<file path="src/rtl/hood_pkg.sv">
// Shared hood definitions: mode encodings from the mode FSM and the
// hurricane scheduler state encoding.
package hood_pkg;

  localparam logic [2:0] MODE_STANDBY = 3'b000;
  localparam logic [2:0] MODE_1       = 3'b001;
  localparam logic [2:0] MODE_2       = 3'b010;
  localparam logic [2:0] MODE_3       = 3'b011;
  localparam logic [2:0] MODE_CLEAN   = 3'b100;

  typedef enum logic [2:0] {
    SCH_OFF    = 3'd0,
    SCH_READY  = 3'd1,
    SCH_RUN    = 3'd2,
    SCH_EXIT   = 3'd3,
    SCH_LOCKED = 3'd4
  } sched_state_t;

endpackage

</file>
<file path="src/rtl/sec_tick.sv">
// One-second prescaler: while enabled, pulses tick for one cycle every
// CLK_HZ cycles. clear returns the count to zero and wins over enable.
module sec_tick #(
  parameter int CLK_HZ = 100_000_000
) (
  input  logic clk,
  input  logic rst,
  input  logic clear,
  input  logic enable,
  output logic tick
);

  localparam int CNT_W = (CLK_HZ > 1) ? $clog2(CLK_HZ) : 1;
  localparam logic [CNT_W-1:0] LAST = CNT_W'(CLK_HZ - 1);

  logic [CNT_W-1:0] cnt_q, cnt_d;

  // tick must not depend on clear: callers derive clear from the tick's effect
  assign tick = enable && (cnt_q == LAST);

  always_comb begin
    cnt_d = cnt_q;
    if (clear) begin
      cnt_d = '0;
    end else if (enable) begin
      cnt_d = (cnt_q == LAST) ? '0 : cnt_q + 1'b1;
    end
  end

  always_ff @(posedge clk) begin
    if (rst) begin
      cnt_q <= '0;
    end else begin
      cnt_q <= cnt_d;
    end
  end

endmodule

</file>
<file path="src/rtl/hurricane_scheduler.sv">
// Hurricane (mode 3) sequencer: one run per power session, countdown in
// seconds, and the gear-2/standby return choice latched from the menu button.
module hurricane_scheduler #(
  parameter int CLK_HZ      = 100_000_000,
  parameter int HURRICANE_S = 60
) (
  input  logic       clk,
  input  logic       rst,
  input  logic       machine_state,
  input  logic [2:0] mode_state,
  input  logic       menu_btn,
  output logic       hurricane_mode_enabled,
  output logic       return_state,
  output logic [7:0] countdown,
  output logic       hurricane_used
);

  import hood_pkg::*;

  localparam logic [7:0] RUN_S = 8'(HURRICANE_S);

  sched_state_t state_q, state_d;
  logic       menu_prev_q, menu_prev_d;
  logic       latch_q, latch_d;
  logic       enabled_q, enabled_d;
  logic       return_state_q, return_state_d;
  logic       used_q, used_d;
  logic [7:0] countdown_q, countdown_d;

  logic menu_edge;
  logic mode3;
  logic tick;
  logic in_run;
  logic prescale_clear;

  assign menu_edge = menu_btn & ~menu_prev_q;
  assign mode3     = (mode_state == MODE_3);
  assign in_run    = (state_q == SCH_RUN);

  // Zero the prescaler on every cycle that is not a continuing RUN cycle,
  // so each run starts its first second from a clean count.
  assign prescale_clear = !in_run || (state_d != SCH_RUN);

  sec_tick #(
    .CLK_HZ(CLK_HZ)
  ) u_sec_tick (
    .clk   (clk),
    .rst   (rst),
    .clear (prescale_clear),
    .enable(in_run),
    .tick  (tick)
  );

  always_comb begin
    state_d        = state_q;
    latch_d        = latch_q;
    return_state_d = return_state_q;
    countdown_d    = countdown_q;
    menu_prev_d    = menu_btn;

    if (!machine_state) begin
      state_d        = SCH_OFF;
      latch_d        = 1'b0;
      return_state_d = 1'b0;
      countdown_d    = 8'd0;
    end else begin
      case (state_q)
        SCH_OFF: state_d = SCH_READY;
        SCH_READY: begin
          if (mode3) begin
            state_d        = SCH_RUN;
            countdown_d    = RUN_S;
            latch_d        = 1'b0;
            return_state_d = 1'b0;
          end
        end
        SCH_RUN: begin
          // Abort beats expiry, expiry and menu edge in the same cycle both apply
          if (!mode3) begin
            state_d     = SCH_LOCKED;
            countdown_d = 8'd0;
          end else begin
            latch_d = latch_q | menu_edge;
            if (tick) begin
              countdown_d = (countdown_q != 8'd0) ? countdown_q - 8'd1 : 8'd0;
              if (countdown_q == 8'd1) begin
                state_d        = SCH_EXIT;
                return_state_d = latch_q | menu_edge;
              end
            end
          end
        end
        SCH_EXIT: begin
          if (!mode3) state_d = SCH_LOCKED;
        end
        SCH_LOCKED: state_d = state_q;
        default:    state_d = SCH_OFF;
      endcase
    end

    enabled_d = (state_d == SCH_READY) || (state_d == SCH_RUN);
    used_d    = (state_d == SCH_RUN) || (state_d == SCH_EXIT) || (state_d == SCH_LOCKED);
  end

  always_ff @(posedge clk) begin
    if (rst) begin
      state_q        <= SCH_OFF;
      menu_prev_q    <= 1'b0;
      latch_q        <= 1'b0;
      enabled_q      <= 1'b0;
      return_state_q <= 1'b0;
      used_q         <= 1'b0;
      countdown_q    <= 8'd0;
    end else begin
      state_q        <= state_d;
      menu_prev_q    <= menu_prev_d;
      latch_q        <= latch_d;
      enabled_q      <= enabled_d;
      return_state_q <= return_state_d;
      used_q         <= used_d;
      countdown_q    <= countdown_d;
    end
  end

  assign hurricane_mode_enabled = enabled_q;
  assign return_state           = return_state_q;
  assign countdown              = countdown_q;
  assign hurricane_used         = used_q;

endmodule

</file>
<file path="config.mk">
export PLATFORM = sky130hd
export DESIGN_NAME = hurricane_scheduler
export DESIGN_NICKNAME = d
export VERILOG_FILES = /design/src/rtl/hood_pkg.sv /design/src/rtl/sec_tick.sv /design/src/rtl/hurricane_scheduler.sv
export SDC_FILE = /design/constraint.sdc
export NUM_CORES = 1
export LEC_CHECK = 0
export CAP_MARGIN = 20
export CORE_MARGIN = 5
export CORE_UTILIZATION = 54
export CTS_CLUSTER_DIAMETER = 80
export DETAILED_ROUTE_END_ITERATION = 6
export PLACE_DENSITY = 0.78
export SLEW_MARGIN = 30
export SYNTH_ARGS = -nofsm -noshare
export SYNTH_HDL_FRONTEND = slang
export SYNTH_SLANG_ARGS = --single-unit
export TNS_END_PERCENT = 100
</file>
<file path="constraint.sdc">
create_clock -name clk -period 3.4 [get_ports clk]
set_input_delay 0.68 -clock clk [delete_from_list [all_inputs] [get_ports clk]]
set_output_delay 0.68 -clock clk [all_outputs]
set_load 0.05 [all_outputs]
</file>
==> results.json, run 1 <==
{
  "irDropWorstVdd_v": 0.000247,
  "final_cell_count_no_fill": 322,
  "drc": 0,
  "setup_tns_ps": 0,
  "drtAntennaViolNets": 0,
  "fillers": 346,
  "htree_levels": 2,
  "p_leak_nw": 0.692,
  "rows": 22,
  "maxCapViolCount": 0,
  "cp_max_fo": 9,
  "critPathLaunchType": "primary input",
  "post-place-cells": 314,
  "ys_ff_latch": 43,
  "critPathKind": "in -> reg",
  "clockRootBuffer": "clkbuf_8",
  "final.setup_skew_ps": 9.46,
  "hold_viol": 0,
  "dp_slack_ps": 505,
  "grt_max_degree": 27,
  "maxSlewHeadroom_pct": 45.9,
  "gr-usage-all-layers_pct": 18.9,
  "die_width_um": 72.8,
  "drt-pass1-iter-count": 4,
  "n_antenna_cell": 0,
  "route.layer.met1.wl_um": 2080,
  "post_cts_resized": 0,
  "placed_area_um2": 2330,
  "clock_latency_ps": 300,
  "grt_pass1_wl_um": 8050,
  "dieArea_um2": 5300,
  "dr_total_vias": 1903,
  "setup_viol": 0,
  "ys_types": 41,
  "ys.flop_type": "dfxtp_1",
  "fmax_mhz": 385,
  "ys_seq_area_share_pct": 40.4,
  "drv_slew": 0,
  "clock_path_buffers": 2,
  "syn-num-nets": 269,
  "portBuffers": 17,
  "synth_edf_count": 0,
  "timing.final.crit_share_pct": 76.4,
  "final_util_pct": 65.1,
  "fin_ws_ps": 801,
  "outcome": "completed",
  "cp.arrival_ps": 2740,
  "finalCriticalPeriod_ps": 2600,
  "design_area_um2": 2440,
  "rsz0062_at_grt": "no",
  "drive_gt1_share_pct": 6.20,
  "die_h_um": 72.8,
  "viasPerCell": 5.91,
  "grt-ovfl-total": 0,
  "synth_area_per_cell_um2": 8.26,
  "cts.sinks": 43,
  "hold_class": "reg -> reg",
  "start_util_pct": 56.9,
  "dp_hpwl_um": 3230,
  "cts_setup_buffers": 0,
  "numCtsBuffers": 5,
  "core_area_um2": 3740,
  "hold_buffers": 0,
  "pin_count": 18,
  "cts_tree": "yes",
  "met3_length_um": 246,
  "async_flop_share_pct": 0,
  "final_net_count": 284,
  "wl_per_cell_um": 14.4,
  "netlist_area_um2": 2130,
  "p_per_area_nw_per_um2": 372,
  "area_growth_pct": 14.4,
  "antenna_found_initial": 0,
  "drt_wl_total_um": 4630,
  "worstMarginPinSlew_ps": 811,
  "worstPathRequired_ps": 3540,
  "top_layer_used": "met4",
  "worstSetupEndpointType": "flop",
  "route.met2.wl_um": 2200,
  "yosys_warnings": 0,
  "clk_pin_slew_ps": 80,
  "drtIter0Drc": 187,
  "synthCells": 258,
  "grt_pass1_vias": 1809,
  "gp_congestion": 0.885
}
-- cells by family after synthesis --
family	after synthesis	share of synthesized area, %
and+or+nand+nor	129	32.5
DFF	43	40.4
AOI/OAI and AO/OA	40	11.6
xor gates and xnor gates	24	9.86
buffers and inverters	18	3.35
adders and majority gates	4	2.35
-- state kept, by name, indices dropped and copies added (netlist names) --
signal                  flops
u_sec_tick.cnt_q           27
state_q                     3
hurricane_used              1
hurricane_mode_enabled      1
latch_q                     1
return_state                1
countdown                   8
menu_prev_q                 1
-- per-stage QoR --
step / total power [mW] / hold WS (ps)
after floorplan: 0.544 / 418
after global placement: 0.559 / 434
after detailed placement: 0.560 / 442
after CTS: 0.914 / 455
after global routing: 0.943 / 475
final: 0.908 / 454
-- report_power, final --
group	switching, mW	internal, mW	leakage (nW)
Sequential	0.00295	0.506	0.347
Clock	0.175	0.185	0.0505
Combinational	0.0218	0.0173	0.294
-- final timing paths --
kind / startpoint / to / slack [ps] / cells after the start
worst min register to register: u_sec_tick.cnt_q[0]$_SDFFE_PP0N_ / u_sec_tick.cnt_q[0]$_SDFFE_PP0N_ / 450 / 1
worst max-delay path: mode_state[2] / countdown[1]$_SDFFE_PP0P_ / 800 / 6
worst min-delay path: u_sec_tick.cnt_q[0]$_SDFFE_PP0N_ / u_sec_tick.cnt_q[0]$_SDFFE_PP0N_ / 450 / 1
worst max register to register: u_sec_tick.cnt_q[0]$_SDFFE_PP0N_ / countdown[0]$_SDFFE_PP0P_ / 1060 / 6
-- cell usage after synthesis (2+ instances only) --
| cell | instances | area share (%) |
|---|---|---|
| a211oi_1 | 3 | 1.1 |
| a21oi_1 | 14 | 3.3 |
| a311oi_1 | 2 | 0.82 |
| a31oi_1 | 2 | 0.59 |
| and3_1 | 2 | 0.59 |
| and4_1 | 3 | 1.2 |
| buf_2 | 3 | 0.70 |
| clkbuf_1 | 9 | 1.6 |
| dfxtp_1 | 43 | 40 |
| ha_1 | 4 | 2.3 |
| inv_1 | 6 | 1.1 |
| nand2_1 | 15 | 2.6 |
| nand2b_1 | 3 | 0.88 |
| nand3_1 | 12 | 2.8 |
| nand3b_1 | 3 | 1.1 |
| nand4_1 | 6 | 1.8 |
| nor2_1 | 37 | 6.5 |
| nor3_1 | 12 | 2.8 |
| nor4_1 | 12 | 3.5 |
| nor4b_1 | 2 | 0.82 |
| o21ai_0 | 9 | 2.1 |
| o31ai_1 | 5 | 1.8 |
| or2_2 | 3 | 0.88 |
| or3_1 | 6 | 1.8 |
| or4_1 | 4 | 1.4 |
| xnor2_1 | 20 | 8.2 |
| xor2_1 | 4 | 1.6 |
-- critical path, cell delays in order --
cell,delay (ps)
clkdlybuf4s50_1,410
nand3b_1,350
o31ai_1,770
nand2_1,90
o21ai_0,360
a311oi_1,80
-- area by class of cell --
class,instances,area [µm²],share of cell area (%)
clock inverters,1,7.51,0.308
repair buffers,20,193,7.90
multi-input cells,197,1200,49.2
flip-flops and latches,43,861,35.3
well taps,48,60.1,2.46
clock buffers,7,96.3,3.95
inverters,6,22.5,0.924
-- cells in the final DEF, fill, tap and decap left out, drive strengths merged, types with 6 or more instances in the layout --
cell type      instances
nand3                 12
inv                    6
nand2                 15
clkdlybuf4s50         17
nor2                  37
clkbuf                 7
nor3                  12
xnor2                 20
nor4                  12
o21ai                  9
or3                    6
dfxtp                 43
nand4                  6
a21oi                 14
-- metal layers --
metal  vias up  GRT usage [%]
met5         -              0
met4         0           9.43
met3         8           3.86
met2        57           30.7
met1       880           23.8
li1        958              -
No activity file was read; power rests on OpenSTA's default activity.
==> inputs of run 2 (changes only) <==
Clock period 3.4 ns to 2.5 ns, I/O delays scaled along.
==> run 2 against run 1 <==
Net effect: total power up 30%; clock power up 21%; die area unchanged; largest cell class unchanged.
==> results.json, run 2 (synthesis results as in run 1) <==
{
  "gp_congestion": 0.938,
  "dieArea_um2": 5300,
  "multi_input_area_um2": 1200,
  "final.setup_skew_ps": 7.71,
  "clock_path_buffers": 2,
  "worstSetupEndpointType": "flop",
  "n_antenna_cell": 0,
  "register_area_um2": 861,
  "final_net_count": 292,
  "maxSlewHeadroom_pct": 61.7,
  "dp_hpwl_um": 3330,
  "clk_pin_slew_ps": 80,
  "cts_tree": "yes",
  "critPathKind": "reg -> reg",
  "clockRootBuffer": "clkbuf_8",
  "rows": 22,
  "gr-usage-all-layers_pct": 19.2,
  "cp_max_fo": 6,
  "layout_commonest_cell": "dfxtp_1",
  "cts.sinks": 43,
  "wl_per_cell_um": 14.0,
  "drtIter0Drc": 130,
  "cp_slowest_cell": "or4_1",
  "pin_count": 18,
  "worstMarginPinSlew_ps": 569,
  "cp_top_family": "simple AND/OR/NAND/NOR gates",
  "core_area_um2": 3740,
  "dr_total_vias": 1930,
  "hold_class": "reg -> reg",
  "outcome": "completed",
  "worstPathCellList": "ha_1 > nor4bb_1 > nand4b_1 > or2_2 > or4_1 > a21oi_1",
  "grt_pass1_wl_um": 8180,
  "area_growth_pct": 16.4,
  "worst-path-buf-inv": 0,
  "drv_slew": 0,
  "grt_max_degree": 27,
  "cts_setup_buffers": 0,
  "drtAntennaViolNets": 0,
  "timing.final.crit_share_pct": 91.2,
  "largest_register_ffs": 27,
  "final_cell_mix": "dfxtp_1 (43), nor2_1 (37), xnor2_1 (20), clkdlybuf4s50_1 (17), nand2_1 (15)",
  "hold_slack_ps": 446,
  "irDropWorstVdd_v": 0.000302,
  "antenna_found_initial": 0,
  "worstPathRequired_ps": 2730,
  "grt-ovfl-total": 0,
  "cp.arrival_ps": 2510,
  "hold_viol": 0,
  "die_h_um": 72.8,
  "p_per_area_nw_per_um2": 477,
  "die_width_um": 72.8,
  "start_util_pct": 56.9,
  "rsz0062_at_grt": "no",
  "p_leak_nw": 0.720,
  "clock_latency_ps": 300,
  "critPathLaunchType": "flop",
  "htree_levels": 2,
  "numCtsBuffers": 5,
  "post_cts_resized": 0,
  "portBuffers": 17,
  "drive_gt1_share_pct": 8.51,
  "drc": 0,
  "viasPerCell": 5.85,
  "top_register": "u_sec_tick.cnt_q",
  "setup_tns_ps": 0,
  "grt_pass1_vias": 1860,
  "slowest_delay_ps": 520,
  "maxCapViolCount": 0,
  "finalCriticalPeriod_ps": 2280,
  "drt-pass1-iter-count": 5,
  "fmax_mhz": 438,
  "hold_buffers": 0,
  "fillers": 350,
  "setup_viol": 0,
  "drt_wl_total_um": 4630
}
-- run 2: final timing paths --
path / start / endpoint / slack [ps] / depth (start not counted)
min reg2reg: u_sec_tick.cnt_q[0]$_SDFFE_PP0N_ / u_sec_tick.cnt_q[0]$_SDFFE_PP0N_ / 450 / 1
min: u_sec_tick.cnt_q[0]$_SDFFE_PP0N_ / u_sec_tick.cnt_q[0]$_SDFFE_PP0N_ / 450 / 1
max: u_sec_tick.cnt_q[0]$_SDFFE_PP0N_ / countdown[0]$_SDFFE_PP0P_ / 220 / 6
max reg2reg: u_sec_tick.cnt_q[0]$_SDFFE_PP0N_ / countdown[0]$_SDFFE_PP0P_ / 220 / 6
-- run 2: power breakdown --
group	switching (mW)	leakage (nW)	internal (mW)
combinational	0.0301	0.332	0.0253
clock	0.240	0.0412	0.195
sequential	0.00394	0.347	0.688
total	0.274	0.720	0.909
-- run 2: layer usage --
layer | up-vias | routed length [µm] | global-route usage (%)
li1 | 975 | - | -
met1 | 893 | 2100 | 22.7
met2 | 54 | 2240 | 32.9
met3 | 8 | 221 | 5.23
met4 | 0 | 63 | 7.17
met5 | - | 0 | 0
-- run 2: stage by stage --
stage / power (mW) / util, % / cells / setup slack [ps] / instance area (µm²)
final: 1.18 / 66.2 / 330 / 219 / 2480
after global routing: 1.24 / 66.2 / 330 / 79.2 / 2480
after CTS: 1.20 / 66.2 / 330 / 218 / 2480
after detailed placement: 0.764 / 64.0 / 322 / 62.6 / 2390
after global placement: 0.763 / 64.0 / 322 / 228 / 2390
after floorplan: 0.740 / - / 258 / 208 / 2130
-- run 2: worst register-to-register path, cell delays in order, from the launching register on --
cell and delay, ps:
dfxtp_1 350, ha_1 260, nor4bb_1 240, nand4b_1 250, or2_2 400, or4_1 520, a21oi_1 180
-- run 2: final cells by class --
type / instances / share of cell area [%]
clock buffer: 6 / 2.93
tap: 48 / 2.42
sequential: 43 / 34.7
inverter: 6 / 0.908
multi-input combinational: 197 / 48.3
timing repair buffer: 28 / 10.2
clock inverter: 2 / 0.505
